`src/rtl/if_id_skid_stage.sv`:
```
// rtl/if_id_skid_stage.sv - IF/ID pipeline register with ready/valid, 2-entry skid, flush and perf counters
module if_id_skid_stage #(
    parameter int          PC_W      = 32,
    parameter int          IR_W      = 32,
    parameter logic [IR_W-1:0] NOP_INSTR = 32'h0000_0000,
    parameter int          CNT_W     = 16
) (
    input  logic             clk,
    input  logic             rst_n,
    input  logic             in_valid,
    output logic             in_ready,
    input  logic [PC_W-1:0]  pc_in,
    input  logic [IR_W-1:0]  ir_in,
    output logic             out_valid,
    input  logic             out_ready,
    output logic [PC_W-1:0]  pc_out,
    output logic [IR_W-1:0]  ir_out,
    input  logic             flush,
    output logic [CNT_W-1:0] stall_cnt,
    output logic [CNT_W-1:0] flush_cnt
);

    typedef enum logic [1:0] {
        EMPTY = 2'd0,
        FULL  = 2'd1,
        SKID  = 2'd2
    } state_t;

    state_t            state_q, state_d;
    logic [PC_W-1:0]   head_pc_q, head_pc_d;
    logic [IR_W-1:0]   head_ir_q, head_ir_d;
    logic [PC_W-1:0]   skid_pc_q, skid_pc_d;
    logic [IR_W-1:0]   skid_ir_q, skid_ir_d;
    logic              in_ready_q, in_ready_d;
    logic [CNT_W-1:0]  stall_cnt_q, stall_cnt_d;
    logic [CNT_W-1:0]  flush_cnt_q, flush_cnt_d;

    logic accept;
    logic fire;

    assign out_valid = (state_q != EMPTY);
    assign in_ready  = in_ready_q;
    assign pc_out    = head_pc_q;
    assign ir_out    = head_ir_q;
    assign stall_cnt = stall_cnt_q;
    assign flush_cnt = flush_cnt_q;

    assign accept = in_valid & in_ready_q;
    assign fire   = out_valid & out_ready;

    always_comb begin
        state_d   = state_q;
        head_pc_d = head_pc_q;
        head_ir_d = head_ir_q;
        skid_pc_d = skid_pc_q;
        skid_ir_d = skid_ir_q;

        if (flush) begin
            // pc_out keeps its last value so a redirect leaves a traceable PC
            state_d   = EMPTY;
            head_ir_d = NOP_INSTR;
        end else begin
            case (state_q)
                EMPTY: begin
                    if (accept) begin
                        state_d   = FULL;
                        head_pc_d = pc_in;
                        head_ir_d = ir_in;
                    end
                end
                FULL: begin
                    if (accept && fire) begin
                        head_pc_d = pc_in;
                        head_ir_d = ir_in;
                    end else if (accept) begin
                        state_d   = SKID;
                        skid_pc_d = pc_in;
                        skid_ir_d = ir_in;
                    end else if (fire) begin
                        state_d   = EMPTY;
                        head_ir_d = NOP_INSTR;
                    end
                end
                SKID: begin
                    if (fire) begin
                        state_d   = FULL;
                        head_pc_d = skid_pc_q;
                        head_ir_d = skid_ir_q;
                    end
                end
                default: begin
                    state_d   = EMPTY;
                    head_ir_d = NOP_INSTR;
                end
            endcase
        end

        // registered from next state, so out_ready never reaches in_ready combinationally
        in_ready_d = (state_d != SKID);

        stall_cnt_d = stall_cnt_q;
        if (out_valid && !out_ready && !flush && (stall_cnt_q != {CNT_W{1'b1}}))
            stall_cnt_d = stall_cnt_q + 1'b1;

        flush_cnt_d = flush_cnt_q;
        if (flush && (flush_cnt_q != {CNT_W{1'b1}}))
            flush_cnt_d = flush_cnt_q + 1'b1;
    end

    always_ff @(negedge clk or negedge rst_n) begin
        if (!rst_n) begin
            state_q     <= EMPTY;
            head_pc_q   <= '0;
            head_ir_q   <= NOP_INSTR;
            skid_pc_q   <= '0;
            skid_ir_q   <= '0;
            in_ready_q  <= 1'b1;
            stall_cnt_q <= '0;
            flush_cnt_q <= '0;
        end else begin
            state_q     <= state_d;
            head_pc_q   <= head_pc_d;
            head_ir_q   <= head_ir_d;
            skid_pc_q   <= skid_pc_d;
            skid_ir_q   <= skid_ir_d;
            in_ready_q  <= in_ready_d;
            stall_cnt_q <= stall_cnt_d;
            flush_cnt_q <= flush_cnt_d;
        end
    end

endmodule

```
`config.mk`:
```
export PLATFORM = sky130hd
export DESIGN_NAME = if_id_skid_stage
export DESIGN_NICKNAME = d
export VERILOG_FILES = /design/src/rtl/if_id_skid_stage.sv
export SDC_FILE = /design/constraint.sdc
export NUM_CORES = 1
export LEC_CHECK = 0
export ABC_AREA = 1
export CAP_MARGIN = 20
export CORE_AREA = 2 2 135 137
export DETAILED_ROUTE_END_ITERATION = 8
export DIE_AREA = 0 0 137 139
export PLACE_DENSITY = 0.8
export SYNTH_ARGS = -nofsm -noshare
export SYNTH_HDL_FRONTEND = slang
export SYNTH_SLANG_ARGS = --single-unit
```
`constraint.sdc`:
```
create_clock -name clk -period 1.6 [get_ports clk]
set_input_delay 0.4 -clock clk [delete_from_list [all_inputs] [get_ports clk]]
set_output_delay 0.4 -clock clk [all_outputs]
set_load 0.05 [all_outputs]
```
=== Word level (Yosys, flattened, before mapping) ===
Cells that the tools add are included.

* Input bits: 69
* RAM bits: 0
* Latch bits: 0
* Memories kept: 0
* Bits in read-only memories: 0
* Flip-flop bits (word level): 163
* Word-level logic and storage cells: 57

* Bitwise operators: 4
* Muxes and demuxes: 18
* $add $sub $neg: 2
* Equal/unequal tests: 12
* Shift operators: 0
* Magnitude comparators: 0
* Reduce and logical (&&, ||, !) cells: 13
* Multipliers: 0
* Div/mod/pow operators: 0

{| class="wikitable"
|+ Operator list
! kind !! count
|-
| $mux 32 || 9
|-
| $pmux 32 s3 || 2
|-
| $add 16x1->16 const B || 2
|-
| $ne 16x16->1 const B || 2
|-
| $mux 2 || 6
|-
| $ne 2x2->1 const B || 4
|-
| $ne 4x4->1 const B || 2
|-
| $reduce_and 4->1 || 2
|-
| $ne 3x3->1 const B || 2
|-
| $pmux 2 s3 || 1
|-
| $logic_and 1x1->1 || 5
|-
| $reduce_and 5->1 || 1
|-
| $reduce_bool 3->1 || 1
|-
| $and 1x1->1 || 2
|-
| $eq 2x1->1 const B || 1
|-
| $eq 2x2->1 const B || 1
|-
| $logic_not 1->1 || 2
|-
| $logic_not 2->1 || 1
|-
| $not 1->1 || 2
|-
| $reduce_bool 2->1 || 1
|}

=== Longest topological paths before layout ===
* Word-level depth: 8
* Gate-level depth with buffers: 11
* Depth with buffers taken out: 10

==> out/results.tsv <==
metric	value	unit
synthArstFlopShare	100	%
slew-limit-headroom	74.4	%
num-fill-cells	703	
yosysUniqueCellTypes	26	
port_buffers	166	
drive_gt1_share	52.2	%
p_int	10.6	mW
dpl.hpwl	15300	um
totalPowerFinal	17.1	mW
pin_count	167	
worstSetupPathType	reg -> out	
cp-start-kind	flip-flop	
slowest_stage	dfstp_4	
combinationalPowerShare	40.3	%
setup_ws	-0.826	ns
yosys_warnings	0	
root_buffer	clkbuf_16	
path_clk_slew	0.06	ns
totalWireLength	36400	um
ir_drop	1.18	mV
cts_tree	done	
path_delay_family	flip-flops	
startpoint	in_ready$_DFF_NN1_	
ant_nets	0	
preCtsSetupSlack	-1.11	ns
seq_area	4080	sq um
antenna_found_initial	0	
p_sw	6.50	mW
yosysMostFrequentCell	nand2_1	
synth_area	7740	sq um
yosysTopAreaCellShare	52.4	%
clk_latency	0.46	ns
initial_utilization	43.8	%
worst_slew_pin_slew	0.384	ns
hp-class	reg -> reg	
fp-row-count	49	
ys_ff_latch	163	
p_leak	7.75	nW
max_stage_delay	0.63	ns
power_frac_clock	25.0	%
multi_input_area	4850	sq um
cts_buffers	17	
synthTopCellsByCount	504 x nand2_1, 162 x dfrtn_1, 69 x nand3_1	
swShare	38.1	%
cap_viol_max_count	0	
nets	1451	
clkSinkCount	163	
violations	setup timing	
synth-edff-count	0	
timing.final.hold_violations	0	
vias	9378	
grt_max_degree	41	
grt_pass1_vias	9245	
synth_area_leaders	dfrtn_1 52%, nand2_1 24%, nand3_1 4.5%	
synthFlopType	dfrtn_1	
coreArea	17700	sq um
routabilityCongestion	0.846	
cp-end-kind	output port	
syn-num-nets	1060	
antennaDiodeCount	0	
die_w	137	um
timing.rr.start	state_q[1]$_DFF_NN0_	
critical_path.cell_chain	buf_12	
fin_setup_tns	-114.13	ns
reg2regPathDepth	11	
avgSynthCellArea	7.82	sq um
grt_usage	32.2	%
gr-total-overflow	0	
grt_pass1_wl	47800	um
status	finished, violations left	
ys_seq_area_share	52.7	%
htreeDepth	4	
p_per_area	1100	nW/um^2
postSynthCellCount	989	
cp.arrival	2.03	ns
dr.pass1.iters	5	
die_area	19000	sq um
slew_viol_final	0	
finalSetupViolations	260	
drtIter0Drc	815	
routed_via_density	5.78	
area_growth	101	%
wl_per_cell	22.5	um
pwr-share-seq	34.7	%
hold_start	skid_ir_q[24]$_DFFE_NN0P_	
skew	0.0640	ns
required	1.20	ns
die_height	139	um
rsz0062_at_grt	yes	
cp_num_cells	1	
fin_worst_hold_slack	0.439	ns
drcViolationCount	0	
yosys.area.top_type	dfrtn_1	
path_buf_inv	1	
critPathMaxFanout	2	
hold_path_depth	2	
cts_buffer_depth	2	
==> layer usage <==
layer	vias up	share of wire, %	GRT usage [%]
met3	219	8.5	6.58
met4	0	6.8	17.2
met5	-	0	0
met1	4543	35	39.2
li1	3934	-	-
met2	682	50	53.2
==> area by class of cell <==
cell class,count,area share [%]
Tap cell,229,1.85
Multi-Input combinational cell,740,31.3
Inverter,42,1.28
Sequential cell,163,26.3
Clock buffer,17,2.74
Clock inverter,16,1.10
Timing Repair Buffer,415,35.5
==> state kept, by name (all words and copies together) (netlist names) <==
register / count
ir_out: 32
skid_pc_q: 32
stall_cnt: 16
state_q: 2
skid_ir_q: 32
pc_out: 32
in_ready: 1
flush_cnt: 16
==> kinds of logic (layout without fill, tap and decap cells) <==
logic type / Yosys count / after routing / synth area share, %
XOR/XNOR: 12 / 12 / 1.36
buffers and inverters: 88 / 490 / 5.16
adder cells (fa/ha/maj): 2 / 2 / 0.323
AND/OR/NAND/NOR: 628 / 629 / 32.4
multiplexers: 24 / 24 / 3.11
AO/OA/AOI/OAI: 72 / 73 / 4.90
flip-flops: 163 / 163 / 52.7
==> power by group through the flow <==
| stage | logic, mW | registers [mW] | clock network (mW) |
|---|---|---|---|
| 6_report | 6.88 | 5.92 | 4.26 |
| 5_1_grt | 7.15 | 5.96 | 4.45 |
| 4_1_cts | 5.87 | 5.67 | 4.16 |
| 3_5_place_dp | 4.82 | 5.66 | 0.00778 |
| 3_3_place_gp | 4.70 | 5.61 | 0.00778 |
| 2_1_floorplan | 1.16 | 6.66 | 0.00778 |
==> path summary, 6_finish.rpt <==
check	end	slack, ns
max	in_ready	-0.83
min	skid_ir_q[24]$_DFFE_NN0P_	0.44
max reg2reg	pc_out[8]$_DFFE_NN0P_	-0.38
min reg2reg	skid_ir_q[24]$_DFFE_NN0P_	0.44
max in group asynchronous	skid_ir_q[18]$_DFFE_NN0P_	0.56
min in group asynchronous	pc_out[26]$_DFFE_NN0P_	0.62
==> through the flow <==
stage / cells / util, % / instance area (sq um)
2_1_floorplan: 989 / - / 8010
3_3_place_gp: 1440 / 65.8 / 11600
5_1_grt: 1622 / 87.9 / 15500
6_report: 1622 / 87.9 / 15500
4_1_cts: 1583 / 81.6 / 14400
3_5_place_dp: 1440 / 65.8 / 11600
==> what timing repair did <==
action / in CTS / in global routing
setup endpoints to repair: 261 / 260
pin swaps: 65 / 33
hold buffers: 0 / 0
hold endpoints to repair: 0 / 0
gates resized for setup: 280 / 264
cloned: 27 / 1
setup buffers: 86 / 53
==> cells in the final DEF, fill, tap and decap left out, types with 24 or more instances in the layout <==
cell             instances
nand2_1                246
o21ai_2                 39
inv_1                   31
dfrtn_1                162
nand2_4                111
nor2_1                  28
nand2_2                148
buf_6                   28
nand3_1                 59
mux2i_1                 24
buf_4                  161
clkdlybuf4s50_1         64
buf_12                 135
Note: power is estimated with default switching activity, not from simulation.
